**src/rtl/p4_router_egress_demux_if.sv**
```systemverilog
// p4_router_egress_demux_if: pipeline AXIS input, per-packet metadata,
// per-port AXIS egress and status for the egress demux.
interface p4_router_egress_demux_if #(
   parameter int NUM_PORTS = 11,
   parameter int EGR_SPEC_ID_WIDTH = 8,
   parameter int ING_PORT_ID_WIDTH = 8,
   parameter int DATA_BYTES = 8
);
   logic [8*DATA_BYTES-1:0] s_axis_tdata;
   logic [DATA_BYTES-1:0] s_axis_tkeep;
   logic s_axis_tlast;
   logic s_axis_tvalid;
   logic s_axis_tready;
   logic [EGR_SPEC_ID_WIDTH+ING_PORT_ID_WIDTH-1:0] user_metadata;
   logic user_metadata_valid;
   logic [NUM_PORTS*8*DATA_BYTES-1:0] m_axis_tdata;
   logic [NUM_PORTS*DATA_BYTES-1:0] m_axis_tkeep;
   logic [NUM_PORTS-1:0] m_axis_tlast;
   logic [NUM_PORTS-1:0] m_axis_tvalid;
   logic [NUM_PORTS-1:0] m_axis_tready;
   logic [ING_PORT_ID_WIDTH-1:0] m_ing_port_id;
   logic [31:0] drop_count;
   logic md_overflow;
   modport master (
      output s_axis_tdata, s_axis_tkeep, s_axis_tlast, s_axis_tvalid, user_metadata,
             user_metadata_valid, m_axis_tready,
      input  s_axis_tready, m_axis_tdata, m_axis_tkeep, m_axis_tlast, m_axis_tvalid,
             m_ing_port_id, drop_count, md_overflow
   );
   modport slave (
      input  s_axis_tdata, s_axis_tkeep, s_axis_tlast, s_axis_tvalid, user_metadata,
             user_metadata_valid, m_axis_tready,
      output s_axis_tready, m_axis_tdata, m_axis_tkeep, m_axis_tlast, m_axis_tvalid,
             m_ing_port_id, drop_count, md_overflow
   );
endinterface

```
**src/rtl/p4_router_egress_demux.sv**
```systemverilog
// p4_router_egress_demux: steers each pipeline packet to the egress port named by
// its metadata egr_spec_id; out-of-range specs are swallowed and counted.
module p4_router_egress_demux #(
   parameter int NUM_PORTS = 11,
   parameter int EGR_SPEC_ID_WIDTH = 8,
   parameter int ING_PORT_ID_WIDTH = 8,
   parameter int DATA_BYTES = 8,
   parameter int MD_FIFO_DEPTH = 4
) (
   input logic clk,
   input logic areset,
   p4_router_egress_demux_if.slave bus
);
   localparam int AW = $clog2(MD_FIFO_DEPTH);
   localparam int EW = EGR_SPEC_ID_WIDTH;
   localparam int MW = EGR_SPEC_ID_WIDTH + ING_PORT_ID_WIDTH;
   localparam int DW = 8 * DATA_BYTES;
   typedef enum logic [1:0] {IDLE, FWD, DROP} state_t;
   state_t state, state_nx;
   logic [MW-1:0] mem [MD_FIFO_DEPTH];
   logic [AW:0] wr_ptr, rd_ptr;
   logic [MW-1:0] head;
   logic [EW-1:0] sel;
   logic [ING_PORT_ID_WIDTH-1:0] ing_id;
   logic [31:0] drop_cnt;
   logic ovf, empty, full, push, pop, hs_last;
   logic [NUM_PORTS-1:0] hit;
   // extra pointer MSB distinguishes full from empty
   assign empty = wr_ptr == rd_ptr;
   assign full = (wr_ptr[AW] != rd_ptr[AW]) && (wr_ptr[AW-1:0] == rd_ptr[AW-1:0]);
   assign head = mem[rd_ptr[AW-1:0]];
   assign pop = (state == IDLE) && !empty;
   assign push = bus.user_metadata_valid && (!full || pop);
   assign hit = (state == FWD) ? NUM_PORTS'(1) << sel : '0;
   assign bus.s_axis_tready = (state == DROP) || |(hit & bus.m_axis_tready);
   assign hs_last = bus.s_axis_tvalid && bus.s_axis_tready && bus.s_axis_tlast;
   assign bus.m_axis_tvalid = hit & {NUM_PORTS{bus.s_axis_tvalid}};
   assign bus.m_axis_tlast = hit & {NUM_PORTS{bus.s_axis_tlast}};
   assign bus.m_ing_port_id = ing_id;
   assign bus.drop_count = drop_cnt;
   assign bus.md_overflow = ovf;
   for (genvar g = 0; g < NUM_PORTS; g++) begin : g_port
      assign bus.m_axis_tdata[g*DW +: DW] = hit[g] ? bus.s_axis_tdata : '0;
      assign bus.m_axis_tkeep[g*DATA_BYTES +: DATA_BYTES] = hit[g] ? bus.s_axis_tkeep : '0;
   end
   always_comb begin
      state_nx = state;
      if (state == IDLE)
         state_nx = empty ? IDLE : (int'(head[EW-1:0]) < NUM_PORTS ? FWD : DROP);
      else if (hs_last)
         state_nx = IDLE;
   end
   always_ff @(posedge clk or posedge areset)
      if (areset) begin
         state <= IDLE;
         wr_ptr <= '0;
         rd_ptr <= '0;
         sel <= '0;
         ing_id <= '0;
         drop_cnt <= '0;
         ovf <= 1'b0;
      end else begin
         state <= state_nx;
         if (push) wr_ptr <= wr_ptr + 1'b1;
         if (pop) begin
            rd_ptr <= rd_ptr + 1'b1;
            sel <= head[EW-1:0];
            ing_id <= head[MW-1:EW];
         end
         if (bus.user_metadata_valid && full && !pop) ovf <= 1'b1;
         if (state == DROP && hs_last && drop_cnt != '1) drop_cnt <= drop_cnt + 1'b1;
      end
   // a full push with a simultaneous pop reuses the slot being read this cycle
   always_ff @(posedge clk)
      if (push) mem[wr_ptr[AW-1:0]] <= bus.user_metadata;
endmodule

```
**src/flat_wrapper.sv**
```systemverilog
// flat-port wrapper written by rule: the top's interface ports become plain ports
module p4_router_egress_demux_flat 
#(
   parameter int NUM_PORTS = 11,
   parameter int EGR_SPEC_ID_WIDTH = 8,
   parameter int ING_PORT_ID_WIDTH = 8,
   parameter int DATA_BYTES = 8,
   parameter int MD_FIFO_DEPTH = 4
)
  (clk, areset, bus_s_axis_tdata, bus_s_axis_tkeep, bus_s_axis_tlast, bus_s_axis_tvalid, bus_user_metadata, bus_user_metadata_valid, bus_m_axis_tready, bus_s_axis_tready, bus_m_axis_tdata, bus_m_axis_tkeep, bus_m_axis_tlast, bus_m_axis_tvalid, bus_m_ing_port_id, bus_drop_count, bus_md_overflow);
  p4_router_egress_demux_if #(.NUM_PORTS(NUM_PORTS), .EGR_SPEC_ID_WIDTH(EGR_SPEC_ID_WIDTH), .ING_PORT_ID_WIDTH(ING_PORT_ID_WIDTH), .DATA_BYTES(DATA_BYTES)) bus_i ();
  input logic clk;
  input logic areset;
  input wire logic [$bits(bus_i.s_axis_tdata)-1:0] bus_s_axis_tdata;
  input wire logic [$bits(bus_i.s_axis_tkeep)-1:0] bus_s_axis_tkeep;
  input wire logic [$bits(bus_i.s_axis_tlast)-1:0] bus_s_axis_tlast;
  input wire logic [$bits(bus_i.s_axis_tvalid)-1:0] bus_s_axis_tvalid;
  input wire logic [$bits(bus_i.user_metadata)-1:0] bus_user_metadata;
  input wire logic [$bits(bus_i.user_metadata_valid)-1:0] bus_user_metadata_valid;
  input wire logic [$bits(bus_i.m_axis_tready)-1:0] bus_m_axis_tready;
  output wire logic [$bits(bus_i.s_axis_tready)-1:0] bus_s_axis_tready;
  output wire logic [$bits(bus_i.m_axis_tdata)-1:0] bus_m_axis_tdata;
  output wire logic [$bits(bus_i.m_axis_tkeep)-1:0] bus_m_axis_tkeep;
  output wire logic [$bits(bus_i.m_axis_tlast)-1:0] bus_m_axis_tlast;
  output wire logic [$bits(bus_i.m_axis_tvalid)-1:0] bus_m_axis_tvalid;
  output wire logic [$bits(bus_i.m_ing_port_id)-1:0] bus_m_ing_port_id;
  output wire logic [$bits(bus_i.drop_count)-1:0] bus_drop_count;
  output wire logic [$bits(bus_i.md_overflow)-1:0] bus_md_overflow;
  assign bus_i.s_axis_tdata = bus_s_axis_tdata;
  assign bus_i.s_axis_tkeep = bus_s_axis_tkeep;
  assign bus_i.s_axis_tlast = bus_s_axis_tlast;
  assign bus_i.s_axis_tvalid = bus_s_axis_tvalid;
  assign bus_i.user_metadata = bus_user_metadata;
  assign bus_i.user_metadata_valid = bus_user_metadata_valid;
  assign bus_i.m_axis_tready = bus_m_axis_tready;
  assign bus_s_axis_tready = bus_i.s_axis_tready;
  assign bus_m_axis_tdata = bus_i.m_axis_tdata;
  assign bus_m_axis_tkeep = bus_i.m_axis_tkeep;
  assign bus_m_axis_tlast = bus_i.m_axis_tlast;
  assign bus_m_axis_tvalid = bus_i.m_axis_tvalid;
  assign bus_m_ing_port_id = bus_i.m_ing_port_id;
  assign bus_drop_count = bus_i.drop_count;
  assign bus_md_overflow = bus_i.md_overflow;
  p4_router_egress_demux #(.NUM_PORTS(NUM_PORTS), .EGR_SPEC_ID_WIDTH(EGR_SPEC_ID_WIDTH), .ING_PORT_ID_WIDTH(ING_PORT_ID_WIDTH), .DATA_BYTES(DATA_BYTES), .MD_FIFO_DEPTH(MD_FIFO_DEPTH)) u_core (.clk(clk), .areset(areset), .bus(bus_i));
endmodule
```
**config.mk**
```make
export PLATFORM = sky130hd
export DESIGN_NAME = p4_router_egress_demux_flat
export DESIGN_NICKNAME = d
export VERILOG_FILES = /design/src/rtl/p4_router_egress_demux_if.sv /design/src/rtl/p4_router_egress_demux.sv /design/src/flat_wrapper.sv
export SDC_FILE = /design/constraint.sdc
export NUM_CORES = 1
export LEC_CHECK = 0
export CAP_MARGIN = 20
export CORE_AREA = 2 2 373 375
export CTS_CLUSTER_SIZE = 14
export DETAILED_ROUTE_END_ITERATION = 7
export DIE_AREA = 0 0 375 377
export PLACE_DENSITY = 0.38
export SYNTH_ARGS = -nofsm -noshare
export SYNTH_HDL_FRONTEND = slang
export SYNTH_SLANG_ARGS = --single-unit
```
**constraint.sdc**
```tcl
create_clock -name clk -period 4.4 [get_ports clk]
set_input_delay 1.1 -clock clk [delete_from_list [all_inputs] [get_ports clk]]
set_output_delay 1.1 -clock clk [all_outputs]
set_load 0.01 [all_outputs]
```
==> results.cfg <==
[synthesis]
synth_edf_count = 64
synth_nets = 1443
synth_xor_xnor_area_share = 0.0297
synthDistinctLibCells = 44
synth_seq_cells = 121
synthSimpleGateAreaFrac = 0.528
ys.flop_type = edfxtp_1
synthAdderAreaFrac = 0.00687
synth-compound-area-share = 0.0105
synth.mux.area_fraction = 0.0546
yosysWarnings = 0
synth_top_family_by_area = simple AND/OR/NAND/NOR gates
syn_area_per_cell_um2 = 8.20
netlist_instances = 1333
synth-async-reset-ratio = 0.471
syn_area_um2 = 10900
ys_seq_area_frac = 0.306

[clock_network]
clock_insertion_delay_worst_skew_ns = 0.49
cts_root_buf = clkbuf_16
clk_pin_slew_ns = 0.05
clock-sinks = 121
numCtsBuffers = 25
cts_max_path_buffers = 3
htreeDepth = 4
holdBufCountCts = 0
cts_tree = yes

[sta]
drv_slew = 0
rsz0062_at_grt = false
min_period_ns = 4.21
fin_skew_ns = 0.0193
setup_slack_ns = 0.186
period_share = 0.958
fmax_mhz = 237
worst_pin_slew_ns = 0.905
relSlewSlack = 0.392
timing.final.hold_violations = 0
finalSetupViolations = 0
fin_hold_ws_ns = 0.467

[run_status]
run_status = complete, no violations

[worst_setup_path]
critPathArrivalTime_ns = 3.11
r2r_end = u_core.bus.drop_count[1]
start_kind = primary input
crit_path_cell_trace = clkdlybuf4s50_1 -> mux4_2 -> a21boi_2 -> nor4_4 -> buf_4 -> or2_2 -> dlygate4sd2_1
cp_data_required_time_ns = 3.30
worst_path_largest_cell_delay_ns = 0.50
rr_worst_depth = 6
endpoint_kind = output pin
rrSetupSlack_ns = 1.78
cp_max_fo = 2
r2r_start = u_core.bus.drop_count[13]
worst-setup-path-type = in -> out
slowest_stage = mux4_2

[placed_design]
dp_slack_ns = -0.450
dp_hpwl_um = 69300
dp_cells = 4000
numPortBuffers = 959
globalplace.congestion = 0.766

[grt]
antenna_found_initial = 25
grt-ovfl-total = 0
grt_usage = 0.118
grt_pass1_vias = 12600
grt_start_max_net_pins = 62
grt_pass1_wl_um = 116000

[die]
start_util = 0.0798
fp.coreArea_um2 = 137000
ios = 960
rows = 136
die_w_um = 375
die_area_um2 = 141000
die_y_um = 377

[layout]
postLayoutCoreUtil = 0.174
nNetsFinal = 2343
syn_to_final_growth_pct = 119
drive_above_1_share = 0.0831
finalNonFillerCells = 4053

[power_and_ir_drop]
power.density_nw_per_um2 = 208
power_leakage_nw = 8.62
ir_worst_vdd_mv = 0.188

[drt]
drtAntennaViolNets = 0
vias = 12400
wl_per_cell_um = 21.8
wl_um = 88200
dr.pass1.iters = 5
dr.first_iter.drc_count = 466
via_per_inst = 3.07
drc_errors = 0

[hold_path]
hold_start = u_core.bus.md_overflow
whs_path_depth = 1
whs_endpoint = u_core.bus.md_overflow
hp-class = reg -> reg

[flow_run]
max-cap-violations = 0
critical path: cells and delay by family:
family | cells | cell delay [ns]
and+or+nand+nor | 2 | 0.42
AOI/OAI and AO/OA | 1 | 0.20
buffers and inverters | 3 | 0.89
muxes | 1 | 0.50
power breakdown:
| part | leakage [nW] | switching (mW) | internal, mW |
|---|---|---|---|
| logic | 6.97 | 0.913 | 0.750 |
| clock network | 0.357 | 0.545 | 1.13 |
| registers | 1.30 | 0.148 | 1.49 |
timing repair:
item	in CTS	in global routing
resized for setup	7	0
endpoints found under the setup margin	1	0
endpoints found under the hold margin	0	0
buffers inserted	0	0
synthesized netlist by cell type, drive strengths merged (2+ instances only):
library cell	count	area, um^2
and2	818	5120
clkbuf	164	616
edfxtp	64	1920
dfrtp	57	1430
xor2	32	280
nand2	24	90.1
nor2	22	82.6
mux2	19	214
mux4	17	383
nor3	16	80.1
nor4	14	119
nand3	13	65.1
buf	10	56.3
inv	7	26.3
ha	6	75.1
nand4	6	43.8
or2	5	31.3
xnor2	5	43.8
and3	4	25.0
and4	3	26.3
nor2b	3	18.8
nor3b	3	22.5
o21ai	3	15.0
a21boi	2	15.0
a21o	2	15.0
nor4b	2	17.5
cell usage in the layout, fill, tap and decap left out, types with 6 or more instances in the layout:
master	instances
clkbuf_16	25
nor3_1	16
buf_12	21
xor2_1	32
and2_1	818
diode_2	21
dfrtp_1	57
clkdlybuf4s50_1	953
mux2_2	19
nor2_1	11
nor2_4	11
edfxtp_1	64
mux4_2	17
buf_4	68
nand2_1	24
nand3_1	13
inv_1	6
nor4_1	8
ha_1	6
routing by layer:
layer,share of wire,track usage
met3,0.070,0.0293
met2,0.52,0.222
met4,0.020,0.0293
met1,0.39,0.132
met5,0.00011,0
cell type report:
| cell class | count | area (um^2) |
|---|---|---|
| antenna | 21 | 52.6 |
| clock buffer | 29 | 681 |
| clock inverter | 3 | 38.8 |
| fill | 15400 | 113000 |
| inverter | 7 | 27.5 |
| multi-input combinational | 1031 | 6990 |
| sequential | 121 | 3350 |
| tap | 1794 | 2240 |
| timing repair buffer | 1047 | 10500 |
per-stage QoR:
stage / area (um^2) / setup TNS (ns) / power [mW]
6_report: 23900 / 0 / 4.98
4_1_cts: 23800 / 0 / 5.11
2_1_floorplan: 10900 / 0 / 2.50
3_3_place_gp: 23100 / -0.583 / 3.37
3_5_place_dp: 23100 / -0.450 / 3.38
5_1_grt: 23800 / 0 / 5.27
logic make-up after synthesis:
family | count (synthesis)
xor+xnor | 37
flops | 121
simple gates | 937
fa+ha+maj | 6
mux | 36
compound gates | 15
buf+inv | 181
worst max-delay path by stage:
stage	from	to	slack (ns)	depth (start not counted)
2_1_floorplan	bus_m_axis_tready[7]	bus_s_axis_tready	1.21	4
3_3_place_gp	bus_m_axis_tready[7]	bus_s_axis_tready	-0.58	7
3_5_place_dp	bus_m_axis_tready[7]	bus_s_axis_tready	-0.45	7
4_1_cts	u_core.state[1]	bus_m_axis_tdata[446]	0.14	6
5_1_grt	u_core.state[1]	bus_m_axis_tdata[283]	0.008	6
6_report	bus_m_axis_tready[7]	bus_s_axis_tready	0.19	7
flip-flops by register name (all words and copies together), names as in the netlist:
name	cells
u_core.mem	64
u_core.bus.drop_count	32
u_core.bus.m_ing_port_id	8
u_core.sel	8
u_core.rd_ptr	3
u_core.wr_ptr	3
u_core.state	2
u_core.bus.md_overflow	1
Note: power is estimated with default switching activity, not from simulation.
==> patch, RTL diff (same flow settings) <==
Make the reset (`areset`) synchronous in one clocked block.
--- a/src/rtl/p4_router_egress_demux.sv
+++ b/src/rtl/p4_router_egress_demux.sv
@@ -50,7 +50,7 @@
       else if (hs_last)
          state_nx = IDLE;
    end
-   always_ff @(posedge clk or posedge areset)
+   always_ff @(posedge clk)
       if (areset) begin
          state <= IDLE;
          wr_ptr <= '0;
Function: differs if areset is asserted again (counterexample within 4 cycles, from zero or initial values and one cycle with areset high); with areset held inactive, the same outputs for 4 cycles.
==> patch against the unedited design <==
  * Highest routed layer is now met4
  * Largest cell class unchanged
  * Sequential cell count rose by 2
  * Critical path type unchanged
  * Combinational power fell by 25%
  * Critical path depth unchanged
  * Power down 18%
  * Cell area down 0.79%
  * Routed wire length up 1.3%
  * Critical endpoint unchanged
  * Area after synthesis up 0.79%
  * Worst setup slack worse by 0.055 ns
==> patch: results <==
[placed_design]
place_ws_ns = -0.2062
routabilityCongestion = 0.7462
placed_area_um2 = 23090

[logic_synthesis]
seq_area_frac_synth_pct = 28.18
synth_area_leaders = "and2_1, edfxtp_1, dfxtp_1"
synth_xor_area_share_pct = 1.750
syn_area_per_cell_um2 = 7.707
ys_top_cells_by_count = "and2_1, clkbuf_1, edfxtp_1"
ys_types = 47
synth_fa_ha_area_share_pct = 0.6817

[cts]
cts.repair.resized = 1
ctsLongestPathBuffers = 2

[worst_setup_path]
r2r_slack_ns = 1.72
path_max_fanout = 3
r2r_end = "u_core.bus.drop_count[17]$_SDFFE_PP0P_"
crit_arrival_ns = 3.17
slowest_delay_ns = 0.55

[layout]
post-route-util_pct = 17.30
finalNonFillerCells = 4134
drive_gt1_share_pct = 6.962
fill_cells = 15480

[global_routing]
antenna_found_initial = 34
grt_first_pass_wirelength_um = 116500

[power]
power.leakage_nw = 8.143

[sta]
whs_ns = 0.4532
tightest_slew_ns = 0.9508
skew_ns = 0.01397

[detailed_routing]
wl_per_cell_um = 21.60

[status]
status = "finished, final reports clean"

[worst_hold_path]
hold_path_end = "u_core.bus.m_ing_port_id[3]$_SDFFE_PP0P_"
min-delay-start = "u_core.bus.m_ing_port_id[3]$_SDFFE_PP0P_"
-- patch: changes by cell type in the layout (fill, tap and decap cells not counted), sizes merged, moves of 21 or more --
cell | unedited run | this run
dfxtp | 0 | 59
nor2 | 22 | 43
dfrtp | 57 | 0
a21oi | 0 | 36
xor2 | 32 | 4
nand2 | 24 | 53
-- patch: routing by layer --
layer | share of wire [%] | GRT usage [%] | up-vias
met2 | 53 | 22.67 | 615
met1 | 41 | 13.93 | 6121
met5 | 0 | 0 | -
met4 | 0.86 | 1.423 | 0
li1 | - | - | 6288
met3 | 5.6 | 2.265 | 42
-- patch: power by group --
part	internal [W]	switching, W	total (W)
clock network	0.000856	0.000505	0.00136
logic	0.000525	0.000724	0.00125
registers	0.00132	0.000135	0.00146
-- patch: area by class of cell --
type	instances	area share [%]
repair buffers	1050	44.11
diodes	13	0.1373
multi-input cells	1116	30.70
inverters	7	0.1109
well taps	1794	9.473
clock inverters	8	0.4013
flip-flops and latches	123	13.10
clock buffers	23	1.975
